--- config.mk ---
export PLATFORM = sky130hd
export DESIGN_NAME = io_output_buffer_p_flat
export DESIGN_NICKNAME = d
export VERILOG_FILES = /design/src/rtl/io_output_buffer_p_pkg.sv /design/src/rtl/io_output_buffer_p_if.sv /design/src/rtl/io_output_buffer_p_lcd_strobe_seq.sv /design/src/rtl/io_output_buffer_p.sv /design/src/flat_wrapper.sv
export SDC_FILE = /design/constraint.sdc
export NUM_CORES = 1
export LEC_CHECK = 0
export BUFFER_PORTS_ARGS = -buffer_cell sky130_fd_sc_hd__buf_2
export CAP_MARGIN = 20
export CORE_MARGIN = 5
export CORE_UTILIZATION = 45
export CTS_CLUSTER_SIZE = 24
export DETAILED_ROUTE_END_ITERATION = 10
export PLACE_DENSITY = 0.74
export SYNTH_ARGS = -nofsm -noshare
export SYNTH_HDL_FRONTEND = slang
export SYNTH_SLANG_ARGS = --single-unit
--- constraint.sdc ---
create_clock -name i_clk -period 1.51 [get_ports i_clk]
set_clock_uncertainty 0.1 [all_clocks]
set_input_delay 0.302 -clock i_clk [delete_from_list [all_inputs] [get_ports i_clk]]
set_output_delay 0.302 -clock i_clk [all_outputs]
set_load 0.03 [all_outputs]
--- src/rtl/io_output_buffer_p_pkg.sv ---
// Shared definitions for the memory-mapped output buffer: register offsets,
// store size encodings, LCD sequencer states and LCD register bit positions.
package io_out_pkg;

    localparam logic [5:0] OFF_LEDR   = 6'h00;
    localparam logic [5:0] OFF_LEDG   = 6'h10;
    localparam logic [5:0] OFF_HEX_LO = 6'h20;
    localparam logic [5:0] OFF_HEX_HI = 6'h24;
    localparam logic [5:0] OFF_LCD    = 6'h30;

    typedef enum logic [1:0] {
        SZ_B = 2'b00,
        SZ_H = 2'b01,
        SZ_W = 2'b10
    } st_size_e;

    typedef enum logic [1:0] {
        IDLE  = 2'd0,
        SETUP = 2'd1,
        PULSE = 2'd2,
        HOLD  = 2'd3
    } lcd_state_e;

    localparam int LCD_RS_BIT   = 8;
    localparam int LCD_RW_BIT   = 9;
    localparam int LCD_EN_BIT   = 10;
    localparam int LCD_BUSY_BIT = 29;
    localparam int LCD_OVF_BIT  = 30;
    localparam int LCD_ON_BIT   = 31;

    // Mask with the low w bits set; used to hide unimplemented LED bits.
    function automatic logic [31:0] width_mask(input int w);
        logic [63:0] m;
        m = (64'd1 << w) - 64'd1;
        return (w >= 32) ? 32'hFFFF_FFFF : m[31:0];
    endfunction

endpackage

--- src/rtl/io_output_buffer_p_if.sv ---
// LSU-side bus of the output buffer: store/load strobes, address, data and
// the registered load/misalign responses.
interface io_output_buffer_p_if;

    logic        i_buf_en;
    logic [31:0] i_lsu_addr;
    logic [31:0] i_st_data;
    logic        i_lsu_wren;
    logic        i_lsu_rden;
    logic [1:0]  i_st_size;
    logic [31:0] o_ld_data;
    logic        o_misalign;

    modport master (
        output i_buf_en, i_lsu_addr, i_st_data, i_lsu_wren, i_lsu_rden, i_st_size,
        input  o_ld_data, o_misalign
    );

    modport slave (
        input  i_buf_en, i_lsu_addr, i_st_data, i_lsu_wren, i_lsu_rden, i_st_size,
        output o_ld_data, o_misalign
    );

endinterface

--- src/rtl/io_output_buffer_p_lcd_strobe_seq.sv ---
// LCD strobe sequencer: latches the LCD fields on a write accepted while idle,
// then walks SETUP -> PULSE (EN high) -> HOLD. Writes arriving while busy are
// dropped and flagged through the sticky overflow bit.
module lcd_strobe_seq
    import io_out_pkg::*;
#(
    parameter int SETUP_CYC = 2,
    parameter int PULSE_CYC = 4,
    parameter int HOLD_CYC  = 2
) (
    input  logic       clk,
    input  logic       rst_n,
    input  logic       wr,
    input  logic       wr_data,
    input  logic       wr_ctl,
    input  logic       wr_on,
    input  logic [9:0] wdata,
    input  logic       won,
    output logic [7:0] data,
    output logic       rs,
    output logic       rw,
    output logic       on,
    output logic       en,
    output logic       busy,
    output logic       ovf
);

    localparam int MAX_SP  = (SETUP_CYC > PULSE_CYC) ? SETUP_CYC : PULSE_CYC;
    localparam int MAX_CYC = (MAX_SP > HOLD_CYC) ? MAX_SP : HOLD_CYC;
    localparam int CNT_W   = (MAX_CYC > 1) ? $clog2(MAX_CYC) : 1;

    lcd_state_e       state, state_nxt;
    logic [CNT_W-1:0] count, count_nxt;

    // State, phase counter and registered busy flag.
    always_ff @(posedge clk or negedge rst_n) begin
        if (!rst_n) begin
            state <= IDLE;
            count <= '0;
            busy  <= 1'b0;
        end else begin
            state <= state_nxt;
            count <= count_nxt;
            busy  <= (state_nxt != IDLE);
        end
    end

    // Next-state logic: each phase lasts its programmed number of cycles.
    always_comb begin
        state_nxt = state;
        count_nxt = count;
        case (state)
            IDLE: begin
                if (wr) begin
                    state_nxt = SETUP;
                    count_nxt = CNT_W'(SETUP_CYC - 1);
                end
            end
            SETUP: begin
                if (count == '0) begin
                    state_nxt = PULSE;
                    count_nxt = CNT_W'(PULSE_CYC - 1);
                end else begin
                    count_nxt = count - CNT_W'(1);
                end
            end
            PULSE: begin
                if (count == '0) begin
                    state_nxt = HOLD;
                    count_nxt = CNT_W'(HOLD_CYC - 1);
                end else begin
                    count_nxt = count - CNT_W'(1);
                end
            end
            HOLD: begin
                if (count == '0) begin
                    state_nxt = IDLE;
                end else begin
                    count_nxt = count - CNT_W'(1);
                end
            end
            default: begin
                state_nxt = IDLE;
                count_nxt = '0;
            end
        endcase
    end

    // Field latch on accepted writes; a write while busy only sets overflow.
    always_ff @(posedge clk or negedge rst_n) begin
        if (!rst_n) begin
            data <= '0;
            rs   <= 1'b0;
            rw   <= 1'b0;
            on   <= 1'b0;
            ovf  <= 1'b0;
        end else if (wr) begin
            if (state == IDLE) begin
                ovf <= 1'b0;
                if (wr_data) data <= wdata[7:0];
                if (wr_ctl) begin
                    rs <= wdata[8];
                    rw <= wdata[9];
                end
                if (wr_on) on <= won;
            end else begin
                ovf <= 1'b1;
            end
        end
    end

    assign en = (state == PULSE);

endmodule

--- src/rtl/io_output_buffer_p.sv ---
// Memory-mapped output peripheral on the LSU path: LEDR/LEDG/HEX registers
// with byte-lane stores, registered read-back, and an LCD strobe sequencer.
module io_output_buffer_p
    import io_out_pkg::*;
#(
    parameter logic [31:0] BASE_ADDR = 32'h0000_7000,
    parameter int NUM_HEX   = 8,
    parameter int LEDR_W    = 32,
    parameter int LEDG_W    = 32,
    parameter int SETUP_CYC = 2,
    parameter int PULSE_CYC = 4,
    parameter int HOLD_CYC  = 2
) (
    input  logic                 i_clk,
    input  logic                 i_rst_n,
    io_output_buffer_p_if.slave  bus,
    output logic [31:0]          o_io_ledr,
    output logic [31:0]          o_io_ledg,
    output logic [7*NUM_HEX-1:0] o_io_hex,
    output logic [31:0]          o_io_lcd,
    output logic                 o_lcd_busy
);

    localparam logic [31:0] LEDR_MASK = width_mask(LEDR_W);
    localparam logic [31:0] LEDG_MASK = width_mask(LEDG_W);

    // Byte lanes enabled by a store of the given size at the given low address
    // bits; misaligned or reserved sizes enable nothing.
    function automatic logic [3:0] lane_mask(input logic [1:0] size, input logic [1:0] low);
        logic [3:0] m;
        m = 4'b0000;
        case (size)
            SZ_B:    m = 4'b0001 << low;
            SZ_H:    if (!low[0]) m = low[1] ? 4'b1100 : 4'b0011;
            SZ_W:    if (low == 2'b00) m = 4'b1111;
            default: m = 4'b0000;
        endcase
        return m;
    endfunction

    logic [5:0]  off, word_off;
    logic        hit, store, misaligned, lcd_wr;
    logic [3:0]  lanes;
    logic [31:0] byte_mask, rd_word, ledr, ledg, hex_lo_word, hex_hi_word, lcd_rd;
    logic [6:0]  hex_all [8];
    logic [7:0]  lcd_data;
    logic        lcd_rs, lcd_rw, lcd_on, lcd_en, lcd_busy, lcd_ovf;

    assign off        = bus.i_lsu_addr[5:0];
    assign word_off   = {off[5:2], 2'b00};
    assign hit        = (bus.i_lsu_addr[31:6] == BASE_ADDR[31:6]);
    assign store      = bus.i_buf_en && bus.i_lsu_wren && hit;
    assign misaligned = ((bus.i_st_size == SZ_H) && off[0]) ||
                        ((bus.i_st_size == SZ_W) && (off[1:0] != 2'b00));
    assign lanes      = store ? lane_mask(bus.i_st_size, off[1:0]) : 4'b0000;
    assign byte_mask  = {{8{lanes[3]}}, {8{lanes[2]}}, {8{lanes[1]}}, {8{lanes[0]}}};
    assign lcd_wr     = (word_off == OFF_LCD) && (lanes != 4'b0000);

    // LED registers: only enabled lanes of implemented bits change.
    always_ff @(posedge i_clk or negedge i_rst_n) begin
        if (!i_rst_n) begin
            ledr <= '0;
            ledg <= '0;
        end else begin
            if (word_off == OFF_LEDR) ledr <= ((ledr & ~byte_mask) | (bus.i_st_data & byte_mask)) & LEDR_MASK;
            if (word_off == OFF_LEDG) ledg <= ((ledg & ~byte_mask) | (bus.i_st_data & byte_mask)) & LEDG_MASK;
        end
    end

    // One 7-bit register per existing digit; absent digits read as zero.
    for (genvar g = 0; g < 8; g++) begin : g_digit
        if (g < NUM_HEX) begin : g_real
            localparam logic [5:0] HEX_OFF = (g < 4) ? OFF_HEX_LO : OFF_HEX_HI;
            logic [6:0] digit;
            always_ff @(posedge i_clk or negedge i_rst_n) begin
                if (!i_rst_n) digit <= '0;
                else if ((word_off == HEX_OFF) && lanes[g % 4]) digit <= bus.i_st_data[8*(g%4) +: 7];
            end
            assign hex_all[g] = digit;
            assign o_io_hex[7*g +: 7] = digit;
        end else begin : g_absent
            assign hex_all[g] = '0;
        end
    end

    lcd_strobe_seq #(
        .SETUP_CYC (SETUP_CYC),
        .PULSE_CYC (PULSE_CYC),
        .HOLD_CYC  (HOLD_CYC)
    ) u_lcd_seq (
        .clk     (i_clk),
        .rst_n   (i_rst_n),
        .wr      (lcd_wr),
        .wr_data (lanes[0]),
        .wr_ctl  (lanes[1]),
        .wr_on   (lanes[3]),
        .wdata   (bus.i_st_data[9:0]),
        .won     (bus.i_st_data[31]),
        .data    (lcd_data),
        .rs      (lcd_rs),
        .rw      (lcd_rw),
        .on      (lcd_on),
        .en      (lcd_en),
        .busy    (lcd_busy),
        .ovf     (lcd_ovf)
    );

    assign hex_lo_word = {1'b0, hex_all[3], 1'b0, hex_all[2], 1'b0, hex_all[1], 1'b0, hex_all[0]};
    assign hex_hi_word = {1'b0, hex_all[7], 1'b0, hex_all[6], 1'b0, hex_all[5], 1'b0, hex_all[4]};
    assign lcd_rd      = {lcd_on, lcd_ovf, lcd_busy, 18'b0, lcd_en, lcd_rw, lcd_rs, lcd_data};

    // Read-back mux over the aligned word addressed by the load.
    always_comb begin
        rd_word = '0;
        if (hit) begin
            case (word_off)
                OFF_LEDR:   rd_word = ledr;
                OFF_LEDG:   rd_word = ledg;
                OFF_HEX_LO: rd_word = hex_lo_word;
                OFF_HEX_HI: rd_word = hex_hi_word;
                OFF_LCD:    rd_word = lcd_rd;
                default:    rd_word = '0;
            endcase
        end
    end

    // Registered load data (held between loads) and one-cycle misalign pulse.
    always_ff @(posedge i_clk or negedge i_rst_n) begin
        if (!i_rst_n) begin
            bus.o_ld_data  <= '0;
            bus.o_misalign <= 1'b0;
        end else begin
            if (bus.i_lsu_rden) bus.o_ld_data <= rd_word;
            bus.o_misalign <= store && misaligned;
        end
    end

    assign o_io_ledr  = ledr;
    assign o_io_ledg  = ledg;
    assign o_io_lcd   = {lcd_on, 20'b0, lcd_en, lcd_rw, lcd_rs, lcd_data};
    assign o_lcd_busy = lcd_busy;

endmodule

--- src/flat_wrapper.sv ---
// flat-port wrapper written by rule: the top's interface ports become plain ports
module io_output_buffer_p_flat import io_out_pkg::*;
#(
    parameter logic [31:0] BASE_ADDR = 32'h0000_7000,
    parameter int NUM_HEX   = 8,
    parameter int LEDR_W    = 32,
    parameter int LEDG_W    = 32,
    parameter int SETUP_CYC = 2,
    parameter int PULSE_CYC = 4,
    parameter int HOLD_CYC  = 2
)
  (i_clk, i_rst_n, o_io_ledr, o_io_ledg, o_io_hex, o_io_lcd, o_lcd_busy, bus_i_buf_en, bus_i_lsu_addr, bus_i_st_data, bus_i_lsu_wren, bus_i_lsu_rden, bus_i_st_size, bus_o_ld_data, bus_o_misalign);
  io_output_buffer_p_if bus_i ();
  input  logic i_clk;
  input  logic i_rst_n;
  output logic [31:0] o_io_ledr;
  output logic [31:0] o_io_ledg;
  output logic [7*NUM_HEX-1:0] o_io_hex;
  output logic [31:0] o_io_lcd;
  output logic o_lcd_busy;
  input wire logic [$bits(bus_i.i_buf_en)-1:0] bus_i_buf_en;
  input wire logic [$bits(bus_i.i_lsu_addr)-1:0] bus_i_lsu_addr;
  input wire logic [$bits(bus_i.i_st_data)-1:0] bus_i_st_data;
  input wire logic [$bits(bus_i.i_lsu_wren)-1:0] bus_i_lsu_wren;
  input wire logic [$bits(bus_i.i_lsu_rden)-1:0] bus_i_lsu_rden;
  input wire logic [$bits(bus_i.i_st_size)-1:0] bus_i_st_size;
  output wire logic [$bits(bus_i.o_ld_data)-1:0] bus_o_ld_data;
  output wire logic [$bits(bus_i.o_misalign)-1:0] bus_o_misalign;
  assign bus_i.i_buf_en = bus_i_buf_en;
  assign bus_i.i_lsu_addr = bus_i_lsu_addr;
  assign bus_i.i_st_data = bus_i_st_data;
  assign bus_i.i_lsu_wren = bus_i_lsu_wren;
  assign bus_i.i_lsu_rden = bus_i_lsu_rden;
  assign bus_i.i_st_size = bus_i_st_size;
  assign bus_o_ld_data = bus_i.o_ld_data;
  assign bus_o_misalign = bus_i.o_misalign;
  io_output_buffer_p #(.BASE_ADDR(BASE_ADDR), .NUM_HEX(NUM_HEX), .LEDR_W(LEDR_W), .LEDG_W(LEDG_W), .SETUP_CYC(SETUP_CYC), .PULSE_CYC(PULSE_CYC), .HOLD_CYC(HOLD_CYC)) u_core (.i_clk(i_clk), .i_rst_n(i_rst_n), .bus(bus_i), .o_io_ledr(o_io_ledr), .o_io_ledg(o_io_ledg), .o_io_hex(o_io_hex), .o_io_lcd(o_io_lcd), .o_lcd_busy(o_lcd_busy));
endmodule
==> results by group <==
Timing
  • Tcrit/Tclk final: 115%
  • Slew @ Worst Pin: 0.548 ns
  • Final Hold Vio Count: 0
  • Post-layout min period: 1.74 ns
  • Setup violators final: 165
  • Setup TNS: -25.59 ns
  • Max frequency: 0.575 GHz
  • Slew Viols, Final: 0
  • Worst setup margin: -0.229 ns
  • Max-slew headroom: 63.4%
  • RSZ-0062 raised after global routing: yes

CTS
  • CTS Buffer Depth: 2
  • CTS Buf Count: 17
  • CTS tree: yes
  • Clk sink count: 170
  • CTS Root Cell: clkbuf_16
  • H-tree depth: 4
  • Worst-Skew Late Latency: between 0.4 and 0.5 ns
  • Clock transition at the registers of the reported paths: 0.07 ns

Synth
  • Largest family of logic cells by synthesized area: multiplexers
  • Post-synthesis sequential area ratio: 51.1%
  • FF+latch count, synth: 170
  • Synth top area share: between 50% and 60%
  • Mean post-synth cell area: around 14 um^2
  • Post-synth EDFFs: 0
  • Mapped Cells: 616
  • Simple-gate area share of the yosys netlist: 10.8%
  • Mapped Area: roughly 8300 um^2
  • Yosys Warn Count: 0
  • Ranking of synthesized cells by area: dfrtp_1, mux2_2, mux2i_1
  • Post-synth top area cell: dfrtp_1
  • Post-synth top flop: dfrtp_1
  • Post-synthesis mux area share: 25.1%
  • Synth Area in Compound Gates: 8.21%
  • Xor and xnor area share after synthesis: 0.210%
  • Adder-cell share of the synthesized area: 0.301%
  • Fraction of registers with async set/reset: 100%
  • Synth unique cells: 54

Placement
  • Port Buffers: 236
  • DPL Wire Length: 17900 um
  • GPL Wtd Cong: 0.831

Global routing
  • Grt total ovfl: 0
  • Largest net degree at the start of global routing: 45
  • First-pass GRT wire length: 39400 um
  • Total GRT Usage: between 20% and 30%
  • Vias in the first global route: 6801
  • Antenna violations before repair: 1

Route
  • DRC: 0
  • Remaining antenna violation count: 0
  • Routed vias: 6452
  • DRT Pass-1 Iters: 4
  • DRT Wirelength: 25300 um
  • Routed vias/inst: 5.56
  • Routed WL per cell: 21.8 um
  • Drt first-iter violations: 398

Setup path
  • Critical Path Sink Type: flop
  • CP peak stage delay: 0.37 ns
  • Worst EP required: 1.72 ns
  • Arr. time, crit path: around 2 ns
  • Worst path cell trace: buf_6, nor4_4, nand4_4, buf_12, nor4_4, buf_12, mux2_4
  • Crit path max fanout: 8
  • Setup crit start kind: input pin
  • Path type of the worst setup path: input pin to flop
  • CP max stage cell: nor4_4

Hold path
  • Min-delay worst type: input pin to flop

Floorplanning
  • Die area: between 20000 and 25000 um^2
  • Die Y: 146 um
  • Core Rows: 49
  • I/O pins: 257
  • Core Region: around 18000 um^2
  • Chip width: ~150 um
  • Initial Util: 46.0%

Pwr
  • Leakage: between 6 and 7 nW
  • Power Density: 812 nW/um^2
  • Maximum vdd drop: 0.770 mV

Layout
  • N_diodes: 0
  • Layout net count: around 1000
  • Area added between synthesis and finish: 41.3%
  • Fin util: 65.0%
  • Share of layout cells above drive strength 1: 57.0%

Job
  • Total of max-cap violations: 0

Status
  • Failing checks: setup timing
  • Outcome: finished with violations
[cell usage after synthesis, types with 2 or more instances]
| cell | n |
|---|---|
| nor2b_1 | 12 |
| mux2_1 | 13 |
| buf_1 | 7 |
| o21a_1 | 2 |
| a211oi_1 | 2 |
| a31o_2 | 9 |
| o21ai_0 | 3 |
| buf_6 | 3 |
| a32o_1 | 2 |
| nor4_1 | 4 |
| ha_1 | 2 |
| nand3_1 | 6 |
| nor3b_1 | 2 |
| o22a_1 | 20 |
| and2_1 | 3 |
| a22o_1 | 21 |
| mux2_2 | 119 |
| o221ai_1 | 9 |
| nor3_1 | 4 |
| nand2_1 | 18 |
| buf_2 | 6 |
| mux2i_1 | 60 |
| nor4bb_1 | 3 |
| dfrtp_1 | 170 |
| a21oi_1 | 5 |
| inv_1 | 5 |
| nor2_1 | 22 |
| clkbuf_1 | 17 |
| nor4_4 | 19 |
| buf_4 | 24 |
[placed cells by master, fill, tap and decap left out, types with 3 or more instances in the layout]
| cell | synthesis | layout |
|---|---|---|
| a21oi_1 | 5 | 5 |
| a22o_1 | 21 | 21 |
| a31o_2 | 9 | 9 |
| and2_1 | 3 | 3 |
| buf_12 | 0 | 21 |
| buf_2 | 6 | 225 |
| buf_4 | 24 | 51 |
| buf_6 | 3 | 22 |
| clkbuf_16 | 0 | 18 |
| conb_1 | 1 | 20 |
| dfrtp_1 | 170 | 170 |
| inv_1 | 5 | 5 |
| inv_6 | 0 | 4 |
| mux2_4 | 0 | 131 |
| mux2i_1 | 60 | 60 |
| nand2_1 | 18 | 17 |
| nand3_1 | 6 | 6 |
| nor2_1 | 22 | 21 |
| nor2b_1 | 12 | 11 |
| nor3_1 | 4 | 3 |
| nor4_4 | 19 | 23 |
| o21ai_0 | 3 | 3 |
| o221ai_1 | 9 | 9 |
| o22a_1 | 20 | 20 |
[logic make-up after synthesis]
group,Yosys count
adder cells (fa/ha/maj),2
flip-flops,170
multiplexers,192
other,1
buffers and inverters,63
AND/OR/NAND/NOR,104
XOR/XNOR,2
AO/OA/AOI/OAI,82
[power breakdown]
part,internal [mW],switching (mW)
clock network,2.36,1.94
registers,4.55,0.0000000352
logic,0.243,0.454
total,7.16,2.40
[routing by layer]
metal	share of wire [%]	track usage, %	routed length (um)
met1	42	30.5	10700
met2	47	37.1	12000
met3	8.8	7.96	2230
met4	1.3	6.44	324
met5	0.051	0	13
[worst paths after layout]
kind                                           start                                 to  slack [ns]  depth (start not counted)
max in group asynchronous                    i_rst_n           u_core.u_lcd_seq.data[3]        0.55                          3
setup reg to reg           u_core.u_lcd_seq.state[1]           u_core.bus.o_ld_data[10]       -0.09                          8
hold reg to reg              u_core.bus.o_ld_data[7]            u_core.bus.o_ld_data[7]        0.41                          1
min in group asynchronous                    i_rst_n  u_core.g_digit[7].g_real.digit[1]        0.23                          2
hold / removal                     bus_i_st_data[15]                               flop        0.03                          2
setup / recovery                  bus_i_lsu_addr[19]                               flop       -0.23                          7
[final cells by class]
class / count / area (um^2)
Fill cell: 1314 / 6320
Multi-Input combinational cell: 402 / 4410
Sequential cell: 170 / 4250
Timing Repair Buffer: 321 / 2210
Clock buffer: 19 / 443
Inverter: 6 / 22.5
Tap cell: 229 / 287
Clock inverter: 13 / 135
[stage by stage]
| step | cell area, um^2 | hold WS (ns) | setup WS [ns] | instances | total power, mW |
|---|---|---|---|---|---|
| 6_report | 11800 | 0.0310 | -0.229 | 1160 | 9.55 |
| 5_1_grt | 11800 | 0.0132 | -0.284 | 1160 | 9.88 |
| 4_1_cts | 11600 | 0.0146 | -0.231 | 1157 | 9.60 |
| 3_5_place_dp | 10600 | 0.106 | -0.829 | 1118 | 5.30 |
| 3_3_place_gp | 10600 | 0.104 | -0.804 | 1118 | 5.30 |
| 2_1_floorplan | 8690 | -0.0936 | -0.713 | 635 | 4.96 |
[timing repair]
| action | CTS | global route |
|---|---|---|
| hold buffers | 1 | 0 |
| setup buffers | 6 | 2 |
| gates resized for setup | 91 | 24 |
| pin swaps | 7 | 1 |
| setup endpoints to repair | 166 | 165 |
| hold endpoints to repair | 170 | 0 |
| gates cloned | 0 | 1 |
[critical path: cells and delay by family]
family / cells / cell delay [ns]
simple gates: 3 / 0.85
mux: 1 / 0.30
buf+inv: 3 / 0.48
Power figures use the tool's default switching activity.
